## config.mk

```make
export PLATFORM = sky130hd
export DESIGN_NAME = mac_seq
export DESIGN_NICKNAME = d
export VERILOG_FILES = /design/src/rtl/mac_pkg.sv /design/src/rtl/mac.sv /design/src/rtl/mac_seq.sv
export SDC_FILE = /design/constraint.sdc
export NUM_CORES = 1
export LEC_CHECK = 0
export BUFFER_PORTS_ARGS = -buffer_cell sky130_fd_sc_hd__buf_4
export CAP_MARGIN = 20
export CORE_ASPECT_RATIO = 1.25
export CORE_MARGIN = 4
export CORE_UTILIZATION = 56
export CTS_BUF_LIST = sky130_fd_sc_hd__clkbuf_4 sky130_fd_sc_hd__clkbuf_8
export DETAILED_ROUTE_END_ITERATION = 12
export PLACE_DENSITY = 0.74
export SLEW_MARGIN = 20
export SYNTH_ARGS = -nofsm -noshare
export SYNTH_HDL_FRONTEND = slang
export SYNTH_HIERARCHICAL = 1
export SYNTH_SLANG_ARGS = --single-unit
```

## constraint.sdc

```tcl
create_clock -name ap_clk -period 5.96 [get_ports ap_clk]
set_input_delay 0.596 -clock ap_clk [delete_from_list [all_inputs] [get_ports ap_clk]]
set_output_delay 0.596 -clock ap_clk [all_outputs]
set_load 0.02 [all_outputs]
```

## src/rtl/mac_pkg.sv

```systemverilog
// Shared constants and types for the signed MAC sequencer.
// Widths, FSM state encoding and saturation limits.
package mac_pkg;

   localparam int M_WIDTH   = 8;
   localparam int A_WIDTH   = 16;
   localparam int LEN_WIDTH = 8;

   typedef enum logic [1:0] {
      ST_IDLE = 2'd0,
      ST_RUN  = 2'd1,
      ST_OUT  = 2'd2
   } state_t;

   localparam logic [A_WIDTH-1:0] ACC_MAX =
      {1'b0, {(A_WIDTH-1){1'b1}}};
   localparam logic [A_WIDTH-1:0] ACC_MIN =
      {1'b1, {(A_WIDTH-1){1'b0}}};

endpackage

```

## src/rtl/mac.sv

```systemverilog
// Signed multiply-accumulate datapath.
// out = in0*in1 + inc, computed one bit wider than the accumulator.
module mac
   import mac_pkg::*;
#(
   parameter int M_WIDTH = mac_pkg::M_WIDTH,
   parameter int A_WIDTH = mac_pkg::A_WIDTH,
   parameter int O_WIDTH = A_WIDTH + 1
) (
   input  logic signed [M_WIDTH-1:0] in0,
   input  logic signed [M_WIDTH-1:0] in1,
   input  logic signed [A_WIDTH-1:0] inc,
   output logic signed [O_WIDTH-1:0] out
);

   logic signed [A_WIDTH-1:0] prod;

   assign prod = A_WIDTH'(in0) * A_WIDTH'(in1);
   assign out  = O_WIDTH'(prod) + O_WIDTH'(inc);

endmodule

```

## src/rtl/mac_seq.sv

```systemverilog
// Run-length sequencer around one mac instance with a
// saturating feedback accumulator and sticky overflow flag.
module mac_seq
   import mac_pkg::*;
#(
   parameter int M_WIDTH   = mac_pkg::M_WIDTH,
   parameter int A_WIDTH   = mac_pkg::A_WIDTH,
   parameter int LEN_WIDTH = mac_pkg::LEN_WIDTH
) (
   input  logic                 ap_clk,
   input  logic                 ap_rst,
   input  logic                 start,
   input  logic [LEN_WIDTH-1:0] len,
   output logic                 busy,
   input  logic                 s_valid,
   output logic                 s_ready,
   input  logic [M_WIDTH-1:0]   s_a,
   input  logic [M_WIDTH-1:0]   s_b,
   output logic                 m_valid,
   input  logic                 m_ready,
   output logic [A_WIDTH-1:0]   m_data,
   output logic                 m_sat
);

   localparam int O_WIDTH = A_WIDTH + 1;
   localparam logic [A_WIDTH-1:0] SAT_MAX =
      {1'b0, {(A_WIDTH-1){1'b1}}};
   localparam logic [A_WIDTH-1:0] SAT_MIN =
      {1'b1, {(A_WIDTH-1){1'b0}}};

   state_t               state_q, state_d;
   logic [LEN_WIDTH-1:0] cnt_q, cnt_d;
   logic [A_WIDTH-1:0]   acc_q, acc_d;
   logic                 sat_q, sat_d;

   logic [O_WIDTH-1:0]   sum;
   logic                 ovf;
   logic [A_WIDTH-1:0]   sum_sat;

   mac #(
      .M_WIDTH (M_WIDTH),
      .A_WIDTH (A_WIDTH),
      .O_WIDTH (O_WIDTH)
   ) u_mac (
      .in0 (s_a),
      .in1 (s_b),
      .inc (acc_q),
      .out (sum)
   );

   // Top two sum bits disagree: the step left the accumulator range.
   assign ovf     = sum[A_WIDTH] ^ sum[A_WIDTH-1];
   assign sum_sat = !ovf ? sum[A_WIDTH-1:0] :
                    (sum[A_WIDTH] ? SAT_MIN : SAT_MAX);

   always_ff @(posedge ap_clk or posedge ap_rst) begin
      if (ap_rst) begin
         state_q <= ST_IDLE;
         cnt_q   <= '0;
         acc_q   <= '0;
         sat_q   <= 1'b0;
      end else begin
         state_q <= state_d;
         cnt_q   <= cnt_d;
         acc_q   <= acc_d;
         sat_q   <= sat_d;
      end
   end

   always_comb begin
      state_d = state_q;
      cnt_d   = cnt_q;
      acc_d   = acc_q;
      sat_d   = sat_q;
      unique case (state_q)
         ST_IDLE: begin
            if (start) begin
               cnt_d   = len;
               acc_d   = '0;
               sat_d   = 1'b0;
               state_d = (len == '0) ? ST_OUT : ST_RUN;
            end
         end
         ST_RUN: begin
            if (s_valid) begin
               acc_d = sum_sat;
               sat_d = sat_q | ovf;
               cnt_d = cnt_q - 1'b1;
               if (cnt_q == LEN_WIDTH'(1))
                  state_d = ST_OUT;
            end
         end
         ST_OUT: begin
            if (m_ready)
               state_d = ST_IDLE;
         end
         default: state_d = ST_IDLE;
      endcase
   end

   assign busy    = (state_q != ST_IDLE);
   assign s_ready = (state_q == ST_RUN);
   assign m_valid = (state_q == ST_OUT);
   assign m_data  = m_valid ? acc_q : '0;
   assign m_sat   = m_valid & sat_q;

endmodule

```

==> results_dict.tcl <==
set metrics [dict create \
    synth_warnings 6 \
    finalWorstSetupSlack_ps 334 \
    r2r_end "acc_q[14]$_DFFE_PP0P_" \
    r2r_slack_ps 630 \
    die_w_um 88.6 \
    synth_edf_count 0 \
    synthTopCellsByCount "inv_1, fa_1, and2_1" \
    cpMostUsedCell "inv_1" \
    wirelength_um 9830 \
    pre_cts_ws_ps -217 \
    drt_pass1_iterations 4 \
    fp.coreArea_mm2 0.00788 \
    rr_startpoint "acc_q[6]$_DFFE_PP0P_" \
    place_congestion 0.911 \
    io_buffers 48 \
    first_iter_violations 187 \
    yosys_most_used_dff "dfrtp_1" \
    multiInputGateArea_mm2 0.00350 \
    max_stage_delay_ps 620 \
    finalClockSkew_ps 7.10 \
    post_drt_via_cell_ratio 5.56 \
    tightest_slew_ps 980 \
    route.detailed.drc 0 \
    postCtsHoldBufs 0 \
    cts_buffer_depth 2 \
    cts_buffers 3 \
    grt_use_total 0.226 \
    rsz0062_at_grt "no" \
    crit_chain "buf_4, and2_1, fa_1, inv_1, fa_1, inv_1, fa_1, inv_1, fa_1, inv_1, ha_1, ha_1, nand3_1, a211oi_1, a21boi_0, mux2i_1, nand2_1, inv_1, ha_1, inv_1, a21oi_4, buf_12, a22o_1" \
    yosys-top-cells-area "fa_1, dfrtp_1, ha_1" \
    seqCellArea_um2 676 \
    gr-total-overflow 0 \
    rows 36 \
    yosysMostFrequentCell "inv_1" \
    dieArea_mm2 0.00964 \
    hp-class "in2async" \
    synth_top_area_frac 0.334 \
    synth.avg_cell_area_um2 9.50 \
    ant_nets 0 \
    root_buffer "clkbuf_8" \
    max_freq_mhz 178 \
    cp-endpoint "acc_q[14]$_DFFE_PP0P_" \
    ys_ff_latch 27 \
    crit_start "s_a[7]" \
    grt_max_degree 30 \
    drive_gt1_frac 0.117 \
    n_fill_cell 660 \
    vias 3466 \
    reg2regPathDepth 20 \
    yosys.area.top_type "fa_1" \
    synth_area_mm2 0.00455 \
    critPathKind "in2reg" \
    initial_core_util 0.577 \
    finalHoldViolations 0 \
    synth_cell_type_count 45 \
    async_reset_ff_frac 1.00 \
    grt_antenna_before_repair 0 \
    die_y_um 109 \
    finalSetupTns_ps 0 \
    clk_latency_ps 280 \
    critPathMaxFanout 15 \
    fin_crit_sh 0.944 \
    clk_pin_slew_ps 100 \
    wl_per_cell_um 15.8 \
    finalSetupViolCount 0 \
    postSynthCellCount 479 \
    endpoint_kind "register" \
    status "complete, no violations" \
    arrival_ps 5800 \
    drv_slew 0 \
    cts.sinks 27 \
    nets 677 \
    relSlewSlack 0.347 \
    tritoncts "built" \
    ys_seq_area_frac 0.148 \
    cts_htree_levels 1 \
    hpwl_um 8320 \
    grt_pass1_wl_um 17300 \
    syn2layout_area_growth_pct 11.9 \
    grt_pass1_vias 3790 \
    min_period_ps 5630 \
    n_antenna_cell 0 \
    critPathRequiredTime_ps 6140 \
    drv_cap 0 \
    syn-num-nets 627 \
    critPathLaunchType "primary input" \
    crit_slowest_cell "fa_1" \
    io_pins 49 \
]
layout by cell type, fill, tap and decap left out, types with 19 or more instances in the layout:
| cell type | count |
|---|---|
| ha_1 | 43 |
| nor2_1 | 24 |
| nand2_1 | 37 |
| fa_1 | 76 |
| dfrtp_1 | 27 |
| and2_1 | 48 |
| a21oi_1 | 19 |
| buf_4 | 52 |
| inv_1 | 86 |
| nand2b_1 | 20 |
timing repair:
action	in CTS	in global routing
endpoints found under the setup margin	0	15
resized for setup	0	1
buffers inserted	0	1
per-stage QoR:
stage | hold WS, ps | cell area [um^2] | instances | utilization
after floorplan | 479 | 4550 | 479 | -
after global placement | 507 | 5000 | 617 | 0.635
after detailed placement | 512 | 5000 | 617 | 0.635
after CTS | 534 | 5050 | 621 | 0.641
after global routing | 294 | 5090 | 623 | 0.646
final | 272 | 5090 | 623 | 0.646
cells by family after synthesis:
kind of cell,count (synthesis),synth area share
AOI/OAI and AO/OA,70,0.109
xor gates and xnor gates,17,0.0327
adders and majority gates,119,0.452
buffers and inverters,97,0.0852
DFF,27,0.148
muxes,2,0.00440
and+or+nand+nor,147,0.168
metal layers:
metal  wire length (um)  GRT usage  vias to the layer above
li1                   -          -                     1625
met5                  0          0                        -
met4                214     0.0508                        0
met2               5290      0.412                       78
met1               4020      0.286                     1736
met3                306     0.0242                       27
critical path, delay by kind of cell:
family | cells | cell delay, ps
AOI/OAI and AO/OA | 4 | 700
muxes | 1 | 210
adders and majority gates | 7 | 3130
and+or+nand+nor | 3 | 350
buffers and inverters | 8 | 790
how the worst min path moves through the flow:
| stage | from | end | slack [ps] | cells after the start |
|---|---|---|---|---|
| global placement | cnt_q[7]$_DFFE_PP0P_ | cnt_q[7]$_DFFE_PP0P_ | 510 | 1 |
| global route | ap_rst | cnt_q[2]$_DFFE_PP0P_ | 290 | 2 |
| detailed placement | acc_q[5]$_DFFE_PP0P_ | acc_q[5]$_DFFE_PP0P_ | 510 | 1 |
| CTS | acc_q[5]$_DFFE_PP0P_ | acc_q[5]$_DFFE_PP0P_ | 530 | 1 |
| floorplan | acc_q[15]$_DFFE_PP0P_ | acc_q[15]$_DFFE_PP0P_ | 480 | 2 |
| finish | ap_rst | cnt_q[2]$_DFFE_PP0P_ | 270 | 2 |
area by class of cell:
type / instances / area share
clock inverter: 1 / 0.00147
sequential: 27 / 0.133
timing repair buffer: 54 / 0.0835
tap: 95 / 0.0233
multi-input combinational: 355 / 0.686
clock buffer: 3 / 0.00810
inverter: 88 / 0.0648
sequential cells by signal, indices dropped and copies added (netlist names):
name and flops:
acc_q 16, cnt_q 8, state_q 2, sat_q 1
Power is not shown: default switching activity piles up to over one toggle a cycle in this logic, so the estimate is an artifact.
